===== config.mk =====
export PLATFORM = sky130hd
export DESIGN_NAME = lsu_controller
export DESIGN_NICKNAME = d
export VERILOG_FILES = /design/src/rtl/lsu_controller.sv
export SDC_FILE = /design/constraint.sdc
export NUM_CORES = 1
export LEC_CHECK = 0
export BUFFER_PORTS_ARGS = -buffer_cell sky130_fd_sc_hd__buf_4
export CAP_MARGIN = 15
export CORE_ASPECT_RATIO = 1.4
export CORE_MARGIN = 2
export CORE_UTILIZATION = 51
export DETAILED_ROUTE_END_ITERATION = 8
export HOLD_SLACK_MARGIN = 0.05
export PLACE_DENSITY = 0.86
export SLEW_MARGIN = 5
export SYNTH_ARGS = -nofsm -noshare
export SYNTH_HDL_FRONTEND = slang
export SYNTH_SLANG_ARGS = --single-unit

===== constraint.sdc =====
create_clock -name clk -period 6.05 [get_ports clk]
set_input_delay 0.605 -clock clk [delete_from_list [all_inputs] [get_ports clk]]
set_output_delay 0.605 -clock clk [all_outputs]
set_load 0.05 [all_outputs]

===== src/rtl/lsu_controller.sv =====
// Load/store sequencer between the core and a req/ack data memory.
// Optional LSU_TIMEOUT_EN adds a BUSY watchdog that raises bus_err.
module lsu_controller #(
    parameter int TIMEOUT_CYC = 16
) (
    input  logic        clk,
    input  logic        rst,
    input  logic        lsu_req,
    input  logic        lsu_we,
    input  logic [2:0]  funct3,
    input  logic [31:0] addr,
    input  logic [31:0] wdata,
    output logic        stall,
    output logic        done,
    output logic [31:0] rdata,
    output logic        misaligned,
    output logic        bus_err,
    output logic        mem_req,
    output logic        mem_we,
    output logic [31:0] mem_addr,
    output logic [31:0] mem_wdata,
    output logic [3:0]  mem_be,
    input  logic        mem_ack,
    input  logic [31:0] mem_rdata
);

    typedef enum logic [1:0] {
        IDLE = 2'd0,
        BUSY = 2'd1,
        RESP = 2'd2
    } state_t;

    state_t      state_q, state_d;
    logic        we_q, we_d;
    logic [2:0]  f3_q, f3_d;
    logic [1:0]  lo_q, lo_d;
    logic        mem_req_q, mem_req_d;
    logic        mem_we_q, mem_we_d;
    logic [31:0] mem_addr_q, mem_addr_d;
    logic [31:0] mem_wdata_q, mem_wdata_d;
    logic [3:0]  mem_be_q, mem_be_d;
    logic        done_q, done_d;
    logic [31:0] rdata_q, rdata_d;
    logic        mis_q, mis_d;

`ifdef LSU_TIMEOUT_EN
    localparam int CW = (TIMEOUT_CYC > 2) ? $clog2(TIMEOUT_CYC) : 1;
    logic [CW-1:0] cnt_q, cnt_d;
    logic          bus_err_q, bus_err_d;
`else
    logic unused_tmo;
    assign unused_tmo = (TIMEOUT_CYC != 0);
`endif

    logic        illegal;
    logic [3:0]  be_new;
    logic [31:0] lane_new;
    logic [15:0] shifted;
    logic [31:0] ext;

    // Half needs addr[0]=0, word needs addr[1:0]=0; unsigned sizes are loads only.
    always_comb begin
        illegal = 1'b0;
        unique case (1'b1)
            (funct3 == 3'b011),
            (funct3 == 3'b110),
            (funct3 == 3'b111):               illegal = 1'b1;
            (funct3 == 3'b001 && addr[0]),
            (funct3 == 3'b101 && addr[0]):    illegal = 1'b1;
            (funct3 == 3'b010 && addr[1:0] != 2'b00): illegal = 1'b1;
            default:                          illegal = 1'b0;
        endcase
        if (lsu_we && funct3[2]) begin
            illegal = 1'b1;
        end
    end

    always_comb begin
        be_new   = 4'b1111;
        lane_new = wdata;
        unique case (funct3[1:0])
            2'b00: begin
                be_new   = 4'b0001 << addr[1:0];
                lane_new = {4{wdata[7:0]}};
            end
            2'b01: begin
                be_new   = 4'b0011 << addr[1:0];
                lane_new = {2{wdata[15:0]}};
            end
            default: begin
                be_new   = 4'b1111;
                lane_new = wdata;
            end
        endcase
    end

    always_comb begin
        shifted = 16'(mem_rdata >> {lo_q, 3'b000});
        ext     = mem_rdata;
        unique case (f3_q)
            3'b000:  ext = {{24{shifted[7]}}, shifted[7:0]};
            3'b001:  ext = {{16{shifted[15]}}, shifted[15:0]};
            3'b100:  ext = {24'h0, shifted[7:0]};
            3'b101:  ext = {16'h0, shifted[15:0]};
            default: ext = mem_rdata;
        endcase
    end

    always_comb begin
        state_d     = state_q;
        we_d        = we_q;
        f3_d        = f3_q;
        lo_d        = lo_q;
        mem_req_d   = mem_req_q;
        mem_we_d    = mem_we_q;
        mem_addr_d  = mem_addr_q;
        mem_wdata_d = mem_wdata_q;
        mem_be_d    = mem_be_q;
        done_d      = done_q;
        rdata_d     = rdata_q;
        mis_d       = mis_q;
`ifdef LSU_TIMEOUT_EN
        cnt_d       = cnt_q;
        bus_err_d   = bus_err_q;
`endif
        unique case (state_q)
            IDLE: begin
                if (lsu_req && illegal) begin
                    mis_d   = 1'b1;
                    rdata_d = 32'h0;
                    done_d  = 1'b1;
                    state_d = RESP;
                end else if (lsu_req) begin
                    we_d        = lsu_we;
                    f3_d        = funct3;
                    lo_d        = addr[1:0];
                    mem_req_d   = 1'b1;
                    mem_we_d    = lsu_we;
                    mem_addr_d  = {addr[31:2], 2'b00};
                    mem_wdata_d = lane_new;
                    mem_be_d    = be_new;
`ifdef LSU_TIMEOUT_EN
                    cnt_d       = '0;
`endif
                    state_d     = BUSY;
                end
            end
            BUSY: begin
                if (mem_ack) begin
                    rdata_d     = we_q ? 32'h0 : ext;
                    mem_req_d   = 1'b0;
                    mem_we_d    = 1'b0;
                    mem_addr_d  = 32'h0;
                    mem_wdata_d = 32'h0;
                    mem_be_d    = 4'b0000;
                    done_d      = 1'b1;
                    state_d     = RESP;
                end
`ifdef LSU_TIMEOUT_EN
                else if (cnt_q == CW'(TIMEOUT_CYC - 1)) begin
                    rdata_d     = 32'h0;
                    mem_req_d   = 1'b0;
                    mem_we_d    = 1'b0;
                    mem_addr_d  = 32'h0;
                    mem_wdata_d = 32'h0;
                    mem_be_d    = 4'b0000;
                    bus_err_d   = 1'b1;
                    done_d      = 1'b1;
                    state_d     = RESP;
                end else begin
                    cnt_d = cnt_q + 1'b1;
                end
`endif
            end
            RESP: begin
                done_d  = 1'b0;
                mis_d   = 1'b0;
`ifdef LSU_TIMEOUT_EN
                bus_err_d = 1'b0;
`endif
                state_d = IDLE;
            end
            default: begin
                state_d = IDLE;
            end
        endcase
    end

    always_ff @(posedge clk) begin
        if (rst) begin
            state_q     <= IDLE;
            we_q        <= 1'b0;
            f3_q        <= 3'b000;
            lo_q        <= 2'b00;
            mem_req_q   <= 1'b0;
            mem_we_q    <= 1'b0;
            mem_addr_q  <= 32'h0;
            mem_wdata_q <= 32'h0;
            mem_be_q    <= 4'b0000;
            done_q      <= 1'b0;
            rdata_q     <= 32'h0;
            mis_q       <= 1'b0;
`ifdef LSU_TIMEOUT_EN
            cnt_q       <= '0;
            bus_err_q   <= 1'b0;
`endif
        end else begin
            state_q     <= state_d;
            we_q        <= we_d;
            f3_q        <= f3_d;
            lo_q        <= lo_d;
            mem_req_q   <= mem_req_d;
            mem_we_q    <= mem_we_d;
            mem_addr_q  <= mem_addr_d;
            mem_wdata_q <= mem_wdata_d;
            mem_be_q    <= mem_be_d;
            done_q      <= done_d;
            rdata_q     <= rdata_d;
            mis_q       <= mis_d;
`ifdef LSU_TIMEOUT_EN
            cnt_q       <= cnt_d;
            bus_err_q   <= bus_err_d;
`endif
        end
    end

    // The core is released in RESP so it can advance while done is shown.
    assign stall      = lsu_req & (state_q != RESP);
    assign done       = done_q;
    assign rdata      = rdata_q;
    assign misaligned = mis_q;
`ifdef LSU_TIMEOUT_EN
    assign bus_err    = bus_err_q;
`else
    assign bus_err    = 1'b0;
`endif
    assign mem_req    = mem_req_q;
    assign mem_we     = mem_we_q;
    assign mem_addr   = mem_addr_q;
    assign mem_wdata  = mem_wdata_q;
    assign mem_be     = mem_be_q;

endmodule


==> impl_metrics.env <==
export IMPL_drc=0
export IMPL_cap_viol_max_count=0
export IMPL_status="complete, no violations"
export IMPL_leakage_nw=3.01
export IMPL_grt_setup_unrepaired="false"
export IMPL_synth_edf_count=0
export IMPL_initial_core_util=0.519
export IMPL_hpwl_um=10200
export IMPL_coreArea_mm2=0.00935
export IMPL_reg2reg_slack_ps=3400
export IMPL_cts_hold_buf=0
export IMPL_area_growth_pct=38.0
export IMPL_diodes=0
export IMPL_worst_pin_slew_ps=976
export IMPL_pre_cts_ws_ps=3430
export IMPL_io_buffers=206
export IMPL_grt_start_max_net_pins=69
export IMPL_drt_pass1_iter_count=6
export IMPL_hp_class="reg -> reg"
export IMPL_syn_area_per_cell_um2=10.4
export IMPL_antenna_found_initial=0
export IMPL_h_tree_depth=3
export IMPL_grt_pass1_wl_um=22100
export IMPL_seq_area_frac_synth=0.453
export IMPL_crit_path_end_kind="flop"
export IMPL_cp_start_kind="flop"
export IMPL_fin_ws_ps=3400
export IMPL_final_hold_violation_count=0
export IMPL_cts_tree="built"
export IMPL_cts_setup_buffers=0
export IMPL_clk_latency_ps=340
export IMPL_setup_viol=0
export IMPL_path_max_fanout=30
export IMPL_synth_area_leaders="dfxtp_1, a22o_1, mux2i_1"
export IMPL_clock_path_buffers=2
export IMPL_die_h_um=119
export IMPL_fin_crit_ps=2650
export IMPL_netlist_area_mm2=0.00486
export IMPL_worstPathRequired_ps=6330
export IMPL_cts_root_buf="clkbuf_16"
export IMPL_die_area_mm2=0.0103
export IMPL_via_per_inst=5.82
export IMPL_peakVddDrop_mv=0.153
export IMPL_ys_async_sr_fraction=0
export IMPL_globalplace_congestion=0.831
export IMPL_ys_top_cells_by_count="dfxtp_1, a22o_1, mux2i_1, nand2_1, nand2b_1"
export IMPL_die_width_um=86.5
export IMPL_yosysMostFrequentCell="dfxtp_1"
export IMPL_slew_viol_final=0
export IMPL_grt_remaining_overflow=0
export IMPL_skew_ps=6.82
export IMPL_p_per_area_mw_per_mm2=273
export IMPL_pin_count=210
export IMPL_vias=4441
export IMPL_cts_made_buffers=9
export IMPL_drtAntennaViolNets=0
export IMPL_setup_tns_ps=0
export IMPL_clk_pin_slew_ps=70
export IMPL_synthCells=468
export IMPL_final_nets=755
export IMPL_yosysWarnings=0
export IMPL_fin_crit_sh=0.439
export IMPL_drt_iter0_drc=172
export IMPL_grt_util_all_layers=0.269
export IMPL_yosysTopAreaCell="dfxtp_1"
export IMPL_yosysTopAreaCellShare=0.453
export IMPL_cp_arrival_ps=2930
export IMPL_fmax_ghz=0.377
export IMPL_ys_types=48
export IMPL_clock_sinks=110
export IMPL_cts_resized=0
export IMPL_max_slew_margin=0.348
export IMPL_ys_flop_type="dfxtp_1"
export IMPL_num_rows=42
export IMPL_routedWlPerCell_um=18.5
export IMPL_crit_type="reg -> reg"
export IMPL_drive_gt1_frac=0.380
export IMPL_grt_pass1_vias=4439
export IMPL_ys_seq_elements=110
export IMPL_routed_wl_um=14100
-- flip-flops by register name (all words and copies together), names as in the netlist --
register and count:
f3_q 3, mem_addr 30, mem_be 4, rdata 32, mem_req 1, done 1, we_q 1, state_q 2
mem_wdata 32, mem_we 1, misaligned 1, lo_q 2
-- cell usage in the layout (no fill, tap or decap), types with 10 or more instances in the layout --
cell type / count
o2bb2ai_1: 21
nor2b_1: 10
a21oi_1: 19
buf_4: 210
o22ai_1: 14
nand2_1: 26
mux2i_1: 38
a22o_1: 67
dfxtp_1: 110
o21ai_0: 12
nand2b_1: 22
inv_1: 15
nor2_1: 15
-- final timing paths --
check	from	cells past startpoint	end
worst min register to register	mem_req$_SDFFE_PP0P_	1	mem_req$_SDFFE_PP0P_
worst max-delay path	lo_q[1]$_SDFFE_PP0P_	4	rdata[31]$_SDFFE_PP0P_
worst min-delay path	mem_req$_SDFFE_PP0P_	1	mem_req$_SDFFE_PP0P_
worst max register to register	lo_q[1]$_SDFFE_PP0P_	4	rdata[31]$_SDFFE_PP0P_
-- critical path, cell delays in order (launching register included) --
cell       delay [ps]
dfxtp_1           970
mux4_2            410
o21ai_1           100
a2111oi_4         870
a22o_1            240
-- kinds of logic after synthesis --
| family | count (synthesis) | synth area share |
|---|---|---|
| adders and majority gates | 3 | 0.00773 |
| DFF | 110 | 0.453 |
| muxes | 42 | 0.0899 |
| and+or+nand+nor | 84 | 0.0919 |
| buffers and inverters | 58 | 0.0623 |
| AOI/OAI and AO/OA | 170 | 0.294 |
| other | 1 | 0.000772 |
-- area by class of cell --
type | count | area [um2]
clock inverters | 6 | 116
multi-input cells | 302 | 2380
fillers | 690 | 2650
flip-flops and latches | 110 | 2200
inverters | 15 | 56.3
repair buffers | 210 | 1580
clock buffers | 10 | 239
well taps | 110 | 138
-- report_power, final --
group          internal [mW]  switching, mW  leakage, nW
Sequential             0.752         0.0222        0.891
Combinational          0.140          0.231         1.95
Clock                  0.419          0.263        0.173
-- per-layer routing --
layer	track usage	up-vias	wire [um]
li1	-	2093	-
met1	0.318	2089	5380
met2	0.438	224	6960
met3	0.102	35	1390
met4	0.104	0	364
met5	0	-	0
-- per-stage QoR --
step	area, um2	util	total power [mW]	hold WS [ps]	std cells
global placement	6350	0.679	1.15	438	747
CTS	6710	0.717	1.84	457	763
global route	6710	0.717	1.89	462	763
floorplan	4870	-	1.03	449	470
detailed placement	6350	0.679	1.16	445	747
finish	6710	0.717	1.83	466	763
No activity file was read; power rests on OpenSTA's default activity.
